===== config.mk =====
export PLATFORM = sky130hd
export DESIGN_NAME = seg7_scan_driver
export DESIGN_NICKNAME = d
export VERILOG_FILES = /design/src/rtl/seg7_scan_driver.sv
export SDC_FILE = /design/constraint.sdc
export NUM_CORES = 1
export LEC_CHECK = 0
export ABC_CLOCK_PERIOD_IN_PS = 2300
export BUFFER_PORTS_ARGS = -buffer_cell sky130_fd_sc_hd__clkbuf_2
export CORE_ASPECT_RATIO = 1.2
export CORE_MARGIN = 3
export CORE_UTILIZATION = 58
export CTS_CLUSTER_DIAMETER = 60
export CTS_CLUSTER_SIZE = 12
export DETAILED_ROUTE_END_ITERATION = 8
export HOLD_SLACK_MARGIN = 0.03
export PLACE_DENSITY = 0.77
export SLEW_MARGIN = 20
export SYNTH_ARGS = -nofsm -noshare
export SYNTH_HDL_FRONTEND = slang
export SYNTH_SLANG_ARGS = --single-unit

===== constraint.sdc =====
create_clock -name clk -period 2.3 [get_ports clk]
set_input_delay 0.69 -clock clk [delete_from_list [all_inputs] [get_ports clk]]
set_output_delay 0.69 -clock clk [all_outputs]
set_load 0.02 [all_outputs]

===== src/rtl/seg7_scan_driver.sv =====
// Time-multiplexed hexadecimal 7-segment driver with a frame-synchronous message load
// and an optional left-scroll of the displayed message.
module seg7_scan_driver #(
    parameter int NUM_DIGITS    = 4,
    parameter int CLK_DIV       = 50000,
    parameter int SCROLL_FRAMES = 64,
    parameter int ACTIVE_LOW    = 1
) (
    input  logic                      clk,
    input  logic                      rst,
    input  logic                      load_valid,
    output logic                      load_ready,
    input  logic [4*NUM_DIGITS-1:0]   load_data,
    input  logic [NUM_DIGITS-1:0]     blank_mask,
    input  logic                      scroll_en,
    output logic [6:0]                seg,
    output logic [NUM_DIGITS-1:0]     dig_an
);

    localparam int DIV_W = $clog2(CLK_DIV);
    localparam int IDX_W = $clog2(NUM_DIGITS);
    localparam int FRM_W = (SCROLL_FRAMES > 1) ? $clog2(SCROLL_FRAMES) : 1;

    localparam logic [DIV_W-1:0] DIV_LAST = DIV_W'(CLK_DIV - 1);
    localparam logic [IDX_W-1:0] IDX_LAST = IDX_W'(NUM_DIGITS - 1);
    localparam logic [FRM_W-1:0] FRM_LAST = FRM_W'(SCROLL_FRAMES - 1);
    localparam logic             POL      = 1'(ACTIVE_LOW != 0);

    logic [DIV_W-1:0]                div_cnt;
    logic [IDX_W-1:0]                dig_idx;
    logic [FRM_W-1:0]                frame_cnt;
    logic [NUM_DIGITS-1:0][3:0]      disp_buf;
    logic [NUM_DIGITS-1:0][3:0]      shadow_buf;
    logic                            pending;

    logic                            tick;
    logic                            frame_end;
    logic [3:0]                      cur_nib;
    logic [6:0]                      glyph;
    logic [NUM_DIGITS-1:0]           dig_onehot;

    assign tick       = (div_cnt == DIV_LAST);
    assign frame_end  = tick && (dig_idx == IDX_LAST);
    assign load_ready = ~pending;
    assign cur_nib    = disp_buf[dig_idx];
    assign dig_onehot = NUM_DIGITS'(1) << dig_idx;

    // Lit-segment pattern, bit 0 = a ... bit 6 = g; polarity is applied at the output register.
    always_comb begin
        // NOTE: assigning a default before the case keeps this purely combinational (no latch).
        glyph = 7'h00;
        case (cur_nib)
            4'h0: glyph = 7'h3F;
            4'h1: glyph = 7'h06;
            4'h2: glyph = 7'h5B;
            4'h3: glyph = 7'h4F;
            4'h4: glyph = 7'h66;
            4'h5: glyph = 7'h6D;
            4'h6: glyph = 7'h7D;
            4'h7: glyph = 7'h07;
            4'h8: glyph = 7'h7F;
            4'h9: glyph = 7'h6F;
            4'hA: glyph = 7'h77;
            4'hB: glyph = 7'h7C;
            4'hC: glyph = 7'h39;
            4'hD: glyph = 7'h5E;
            4'hE: glyph = 7'h79;
            4'hF: glyph = 7'h71;
            default: glyph = 7'h00;
        endcase
    end

    always_ff @(posedge clk) begin
        if (rst) begin
            // NOTE: the message buffers are plain registers, so they are cleared here to
            // guarantee a pending message cannot survive reset.
            div_cnt    <= '0;
            dig_idx    <= '0;
            frame_cnt  <= '0;
            disp_buf   <= '0;
            shadow_buf <= '0;
            pending    <= 1'b0;
            seg        <= {7{POL}};
            dig_an     <= {NUM_DIGITS{POL}};
        end else begin
            // NOTE: non-blocking assignments make every register see pre-edge values,
            // so the frame-end apply below reads the old shadow_buf and pending.
            div_cnt <= tick ? '0 : div_cnt + DIV_W'(1);
            if (tick) begin
                dig_idx <= (dig_idx == IDX_LAST) ? '0 : dig_idx + IDX_W'(1);
            end

            // Accepting and applying are mutually exclusive because both depend on pending.
            if (load_valid && !pending) begin
                shadow_buf <= load_data;
                pending    <= 1'b1;
            end

            if (frame_end) begin
                if (pending) begin
                    disp_buf  <= shadow_buf;
                    pending   <= 1'b0;
                    frame_cnt <= '0;
                end else if (scroll_en) begin
                    if (frame_cnt == FRM_LAST) begin
                        disp_buf  <= {disp_buf[0], disp_buf[NUM_DIGITS-1:1]};
                        frame_cnt <= '0;
                    end else begin
                        frame_cnt <= frame_cnt + FRM_W'(1);
                    end
                end
            end

            seg    <= (blank_mask[dig_idx] ? 7'h00 : glyph) ^ {7{POL}};
            dig_an <= dig_onehot ^ {NUM_DIGITS{POL}};
        end
    end

endmodule


# --- After elaboration in Yosys (flattened, before gate mapping) ---
# Memory sizes are Yosys's and may differ from the RTL's.
# Cells that the tools add are included.
word_totals:
  latchBits: 0
  mem_bits_ro: 112
  output_inout_bits: 12
  reg_bits: 68
  ramBits: 0
  memories: 1
  input_bits: 24
memory_table:
  columns: ["memory", "depth", "width", "read_ports", "rd_ports_with_merged_regs", "wr", "line_no", "text"]
  rows:
  - ["(no name shown)", 16, 7, 1, 0, 0, "52", "case (cur_nib)"]
classes:
  addsub: 3
  magnitude_cmp: 1
  multipliers: 0
  n_eq_ne: 3
  div_mod_pow: 0
  muxes: 15
  reduce_logical: 8
  n_bitwise: 3
  shift: 1
ops:
  columns: ["operator", "n"]
  rows:
  - ["$mux W16", 3]
  - ["$mux W6", 3]
  - ["$add A16 B1 Y16 const B", 1]
  - ["$eq A16 B16 Y1 const B", 1]
  - ["$bmux W4 S2", 1]
  - ["$mux W7", 1]
  - ["$not A7 Y7", 1]
  - ["$add A6 B1 Y6 const B", 1]
  - ["$eq A6 B6 Y1 const B", 1]
  - ["$mux W1", 4]
  - ["$mux W4", 1]
  - ["$not A4 Y4", 1]
  - ["$reduce_bool A2 Y1", 2]
  - ["$shl A1 B2 Y4 const A", 1]
  - ["$lt A2 B3 Y1 const B", 1]
  - ["$reduce_and A3 Y1", 1]
  - ["$add A2 B1 Y2 const B", 1]
  - ["$bmux W1 S2", 1]
  - ["$eq A2 B2 Y1 const B", 1]
  - ["$logic_and A1 B1 Y1", 2]
  - ["$mux W2", 1]
  - ["$reduce_and A2 Y1", 1]
  - ["$reduce_or A2 Y1", 1]
  - ["$logic_not A1 Y1", 1]
  - ["$not A1 Y1", 1]

# --- Logic depth before layout (Yosys ltp) ---
logic_depth:
  word_depth: 5
  mapped_depth: 8
  ltp_nobuf: 7

# --- Worst setup path before layout ---
# OpenSTA, ideal clock, no wires.
synth_timing:
  path_kind: "reg-to-reg"
  start: "register dig_idx[0]"
  end: "register seg[3]"
  t_arrival_ns: 1.806
  required_ns: 2.162
  stages_incl_launch_ff: 9
  synth_period_minus_slack_ns: 1.944
  path_buffers: 1
  setup_slack_ns: 0.356
  cell_sequence: "dfxtp_1 -> buf_2 -> mux4_2 -> inv_1 -> ha_1 -> inv_1 -> and2_0 -> a211oi_1 -> o21ai_0"
synth_via:
  elab_chain_len: 5
  word_cells_on_any_way: 7
  classes_between: "mux (5); bitwise (1); memory (1)"
synth_rtl:
  columns: ["item", "line_no", "text"]
  rows:
  - ["start: declaration", "30", "logic [IDX_W-1:0] dig_idx;"]
  - ["start signal: assignment", "90", "dig_idx <= (dig_idx == IDX_LAST) ? '0 : dig_idx + IDX_W'(1);"]
  - ["$bmux W4 S2", "45", "assign cur_nib = disp_buf[dig_idx];"]
  - ["$mux W4 (implied by the code)", "45", null]
  - ["$mem_v2 Z16 W7", null, null]
  - ["$mux W7 *", "114", "seg <= (blank_mask[dig_idx] ? 7'h00 : glyph) ^ {7{POL}};"]
  - ["$not A7 Y7 (no line) *", null, null]
  - ["end signal: assignment", "83", "seg <= {7{POL}};"]
  - ["end signal: assignment", "114", null]
  - ["end: declaration", "16", "output logic [6:0] seg,"]
# Every way passes the cells marked *; elsewhere a longest branch is shown, timed or not. The select of a mux whose other input is x is not followed.
# A chain may end at the register's enable or synchronous reset.

# --- Worst setup path after layout ---
layout_timing:
  start: "register div_cnt[0]"
  end: "register disp_buf[3] (netlist bit)"
layout_via:
  elab_chain_len: 3
layout_rtl:
  columns: ["item", "line_no", "text"]
  rows:
  - ["start: declaration", "29", "logic [DIV_W-1:0] div_cnt;"]
  - ["start signal: assignment", "88", "div_cnt <= tick ? '0 : div_cnt + DIV_W'(1);"]
  - ["$eq A16 B16 Y1", "42", "assign tick = (div_cnt == DIV_LAST);"]
  - ["$logic_and A1 B1 Y1", "43", "assign frame_end = tick && (dig_idx == IDX_LAST);"]
  - ["$reduce_and A3 Y1 (no line)", null, null]
  - ["end signal: assignment", "101", "disp_buf <= shadow_buf;"]
  - ["end signal: assignment", "106", "disp_buf <= {disp_buf[0], disp_buf[NUM_DIGITS-1:1]};"]
  - ["end: declaration", "32", "logic [NUM_DIGITS-1:0][3:0] disp_buf;"]
# No other way between the ends.

==> results.py <==
metrics = {
    "setup_path": {
        "critical_path_class": "flip-flop to flip-flop",
        "path_delay_family": "simple AND/OR/NAND/NOR gates",
        "cp.required_ns": 2.56,
        "crit_arrival_ns": 2.28,
        "slowest_delay_ns": 0.37,
        "critical-path-slowest-cell": "dfxtp_1",
        "crit_path_end_kind": "flip-flop",
        "crit_buf_inv": 1,
        "crit_fanout": 17,
        "path_cells": "ha_1 -> and3_1 -> nand4_4 -> nor3_4 -> buf_4 -> mux2i_1",
        "startpoint_type": "flip-flop",
    },
    "cells_and_area": {
        "stdcell_area_um2": 3620,
        "num-nets-final": 424,
        "syn_to_final_growth_pct": 12.7,
        "fin_util_pct": 67.8,
        "drive_gt1_share_pct": 21.2,
        "num_antenna_cells": 0,
    },
    "logic_synthesis": {
        "synth_top_area_share_pct": 42.4,
        "synth_top_area_cell": "dfxtp_1",
        "ys_seq_area_share_pct": 42.4,
        "synth-edff-count": 0,
        "yosys_most_used_dff": "dfxtp_1",
        "synthesis.area_um2": 3210,
        "async_flop_share_pct": 0,
        "syn_inst": 353,
        "synthTopCellsByArea": "dfxtp_1 42%, nand2_1 9.7%, mux2_2 5.6%",
        "avgSynthCellArea_um2": 9.09,
        "synth_nets": 389,
        "synth.distinct_cells": 44,
        "ys_ff_latch": 68,
        "yosysWarnings": 0,
    },
    "placement": {
        "dp_hpwl_um": 4460,
        "place_area_um2": 3430,
        "gp_congestion": 0.783,
        "pre_cts_ws_ns": 0.127,
        "portBuffers": 35,
    },
    "sta": {
        "fmax_ghz": 0.495,
        "slew_viol_final": 0,
        "relSlewSlack_pct": 63.1,
        "worstMarginPinSlew_ns": 0.549,
        "finalHoldViolations": 0,
        "layout_setup_ws_ns": 0.278,
        "setup_tns_ns": 0,
        "clock_skew_ns": 0.00564,
        "fin_crit_ns": 2.02,
        "setup_viol": 0,
        "period_share_pct": 87.9,
        "rsz0062_at_grt": "no",
    },
    "clock_tree": {
        "tritoncts": "built",
        "clk_pin_slew_ns": 0.07,
        "cts.sinks": 68,
        "cts_setup_buffers": 0,
        "cts_max_level": 3,
        "clock_latency_ns": 0.34,
        "cts_buffers": 9,
        "clk_path_buf_depth": 2,
        "cts-root-buf": "clkbuf_8",
    },
    "power": {
        "power.leakage_nw": 1.35,
        "total_power_mw": 2.30,
        "vdd.ir_drop.worst_uv": 501,
        "pwr_density_cell_nw_per_um2": 637,
    },
    "global_routing": {
        "grt_overflow": 0,
        "grt_pass1_wl_um": 11000,
        "grt_max_degree": 25,
        "antenna_found_initial": 0,
        "grt_pass1_vias": 2434,
        "grt_usage_pct": 21.8,
    },
    "die": {
        "dieArea_um2": 6460,
        "start_util_pct": 60.1,
        "chipWidth_um": 73.9,
        "ios": 36,
        "core_area_um2": 5330,
        "row_count": 29,
        "die_y_um": 87.5,
    },
    "route": {
        "route.met2.wl_um": 2960,
        "wire_per_inst_um": 13.8,
        "maxUsedRoutingLayer": "met4",
        "vias_per_cell": 5.71,
        "wl_met3_um": 302,
        "wl_met1_um": 2910,
        "firstDrtPassIters": 4,
        "first_iter_violations": 165,
        "num_vias": 2593,
        "drc_errors": 0,
        "drt-total-wl_um": 6260,
        "ant_nets": 0,
    },
    "outcome": {
        "run_status": "complete, no violations",
    },
    "hold_path": {
        "hold_path.class": "flip-flop to flip-flop",
    },
    "flow_run": {
        "max_cap_viol_count": 0,
    },
}
## cell usage after synthesis (all sizes together), types with 5 or more instances
library cell  instances
a21oi                30
and3                  5
buf                   5
clkbuf               13
dfxtp                68
ha                   12
inv                  10
mux2                 16
mux2i                17
mux4                  5
nand2                83
nand3                 5
nand4                 6
nor2                 16
o21ai                11
or3                   9
xnor2                 8
## what timing repair did
action,in CTS,in global routing
hold endpoints to repair,0,0
hold buffers,0,0
gates resized for setup,0,1
endpoints found under the setup margin,0,1
## power by group
part,total (mW),leakage (nW),switching [mW],internal [mW]
Sequential,1.22,0.554,0.0166,1.21
Combinational,0.138,0.704,0.0804,0.0572
Clock,0.944,0.0935,0.420,0.524
## layer usage
layer / vias to the layer above / track usage, %
met5: - / 0
li1: 1299 / -
met3: 7 / 5.66
met1: 1229 / 28.6
met2: 58 / 34.1
met4: 0 / 8.07
## per-stage QoR
stage | hold WS (ns) | cells
3_5_place_dp | 0.449 | 439
2_1_floorplan | 0.426 | 353
4_1_cts | 0.460 | 454
3_3_place_gp | 0.442 | 439
5_1_grt | 0.488 | 454
6_report | 0.461 | 454
## final cells by class
class,count,area (µm²)
Clock buffer,13,149
Clock inverter,2,35.0
Fill cell,439,1720
Inverter,10,37.5
Multi-Input combinational cell,257,1730
Sequential cell,68,1360
Tap cell,62,77.6
Timing Repair Buffer,42,228
## registers in the layout, indices dropped and copies added (netlist names)
signal	count
disp_buf	16
div_cnt	16
shadow_buf	16
seg	7
frame_cnt	6
dig_an	4
dig_idx	2
pending	1
## cell usage in the layout (no fill, tap or decap), types with 2 or more instances in the layout
master	instances
a21oi_1	30
and3_1	5
and4bb_2	2
buf_4	7
clkbuf_1	3
clkbuf_2	35
clkbuf_8	10
dfxtp_1	67
ha_1	12
inv_1	10
mux2_2	16
mux2i_1	17
mux4_2	5
nand2_1	83
nand3_1	4
nand4_1	5
nor2_1	16
nor2b_1	2
nor4_1	3
o211ai_1	2
o21ai_0	10
o221ai_1	4
o31ai_1	3
or3_1	9
or4_1	2
xnor2_1	8
xor2_1	2
## logic make-up after synthesis
family | after synthesis | synth area share (%)
AND/OR/NAND/NOR | 140 | 21.5
flip-flops | 68 | 42.4
AO/OA/AOI/OAI | 57 | 10.5
multiplexers | 38 | 14.4
buffers and inverters | 28 | 3.74
adder cells (fa/ha/maj) | 12 | 4.68
XOR/XNOR | 10 | 2.73
## worst reg2reg max path, cell delays in order, from the launching register on
cell     delay, ns
dfxtp_1       0.37
ha_1          0.22
and3_1        0.30
nand4_4       0.27
nor3_4        0.24
buf_4         0.30
mux2i_1       0.25
## final timing paths
| kind | slack (ns) | from | end | cells past startpoint |
|---|---|---|---|---|
| worst max-delay path | 0.28 | div_cnt[0]$_SDFF_PP0_ | disp_buf[3]$_SDFFE_PP0P_ | 6 |
| worst min-delay path | 0.46 | shadow_buf[11]$_SDFFE_PP0P_ | shadow_buf[11]$_SDFFE_PP0P_ | 2 |
| worst max register to register | 0.28 | div_cnt[0]$_SDFF_PP0_ | disp_buf[3]$_SDFFE_PP0P_ | 6 |
| worst min register to register | 0.46 | shadow_buf[11]$_SDFFE_PP0P_ | shadow_buf[11]$_SDFFE_PP0P_ | 2 |
No activity file was read; power rests on OpenSTA's default activity.
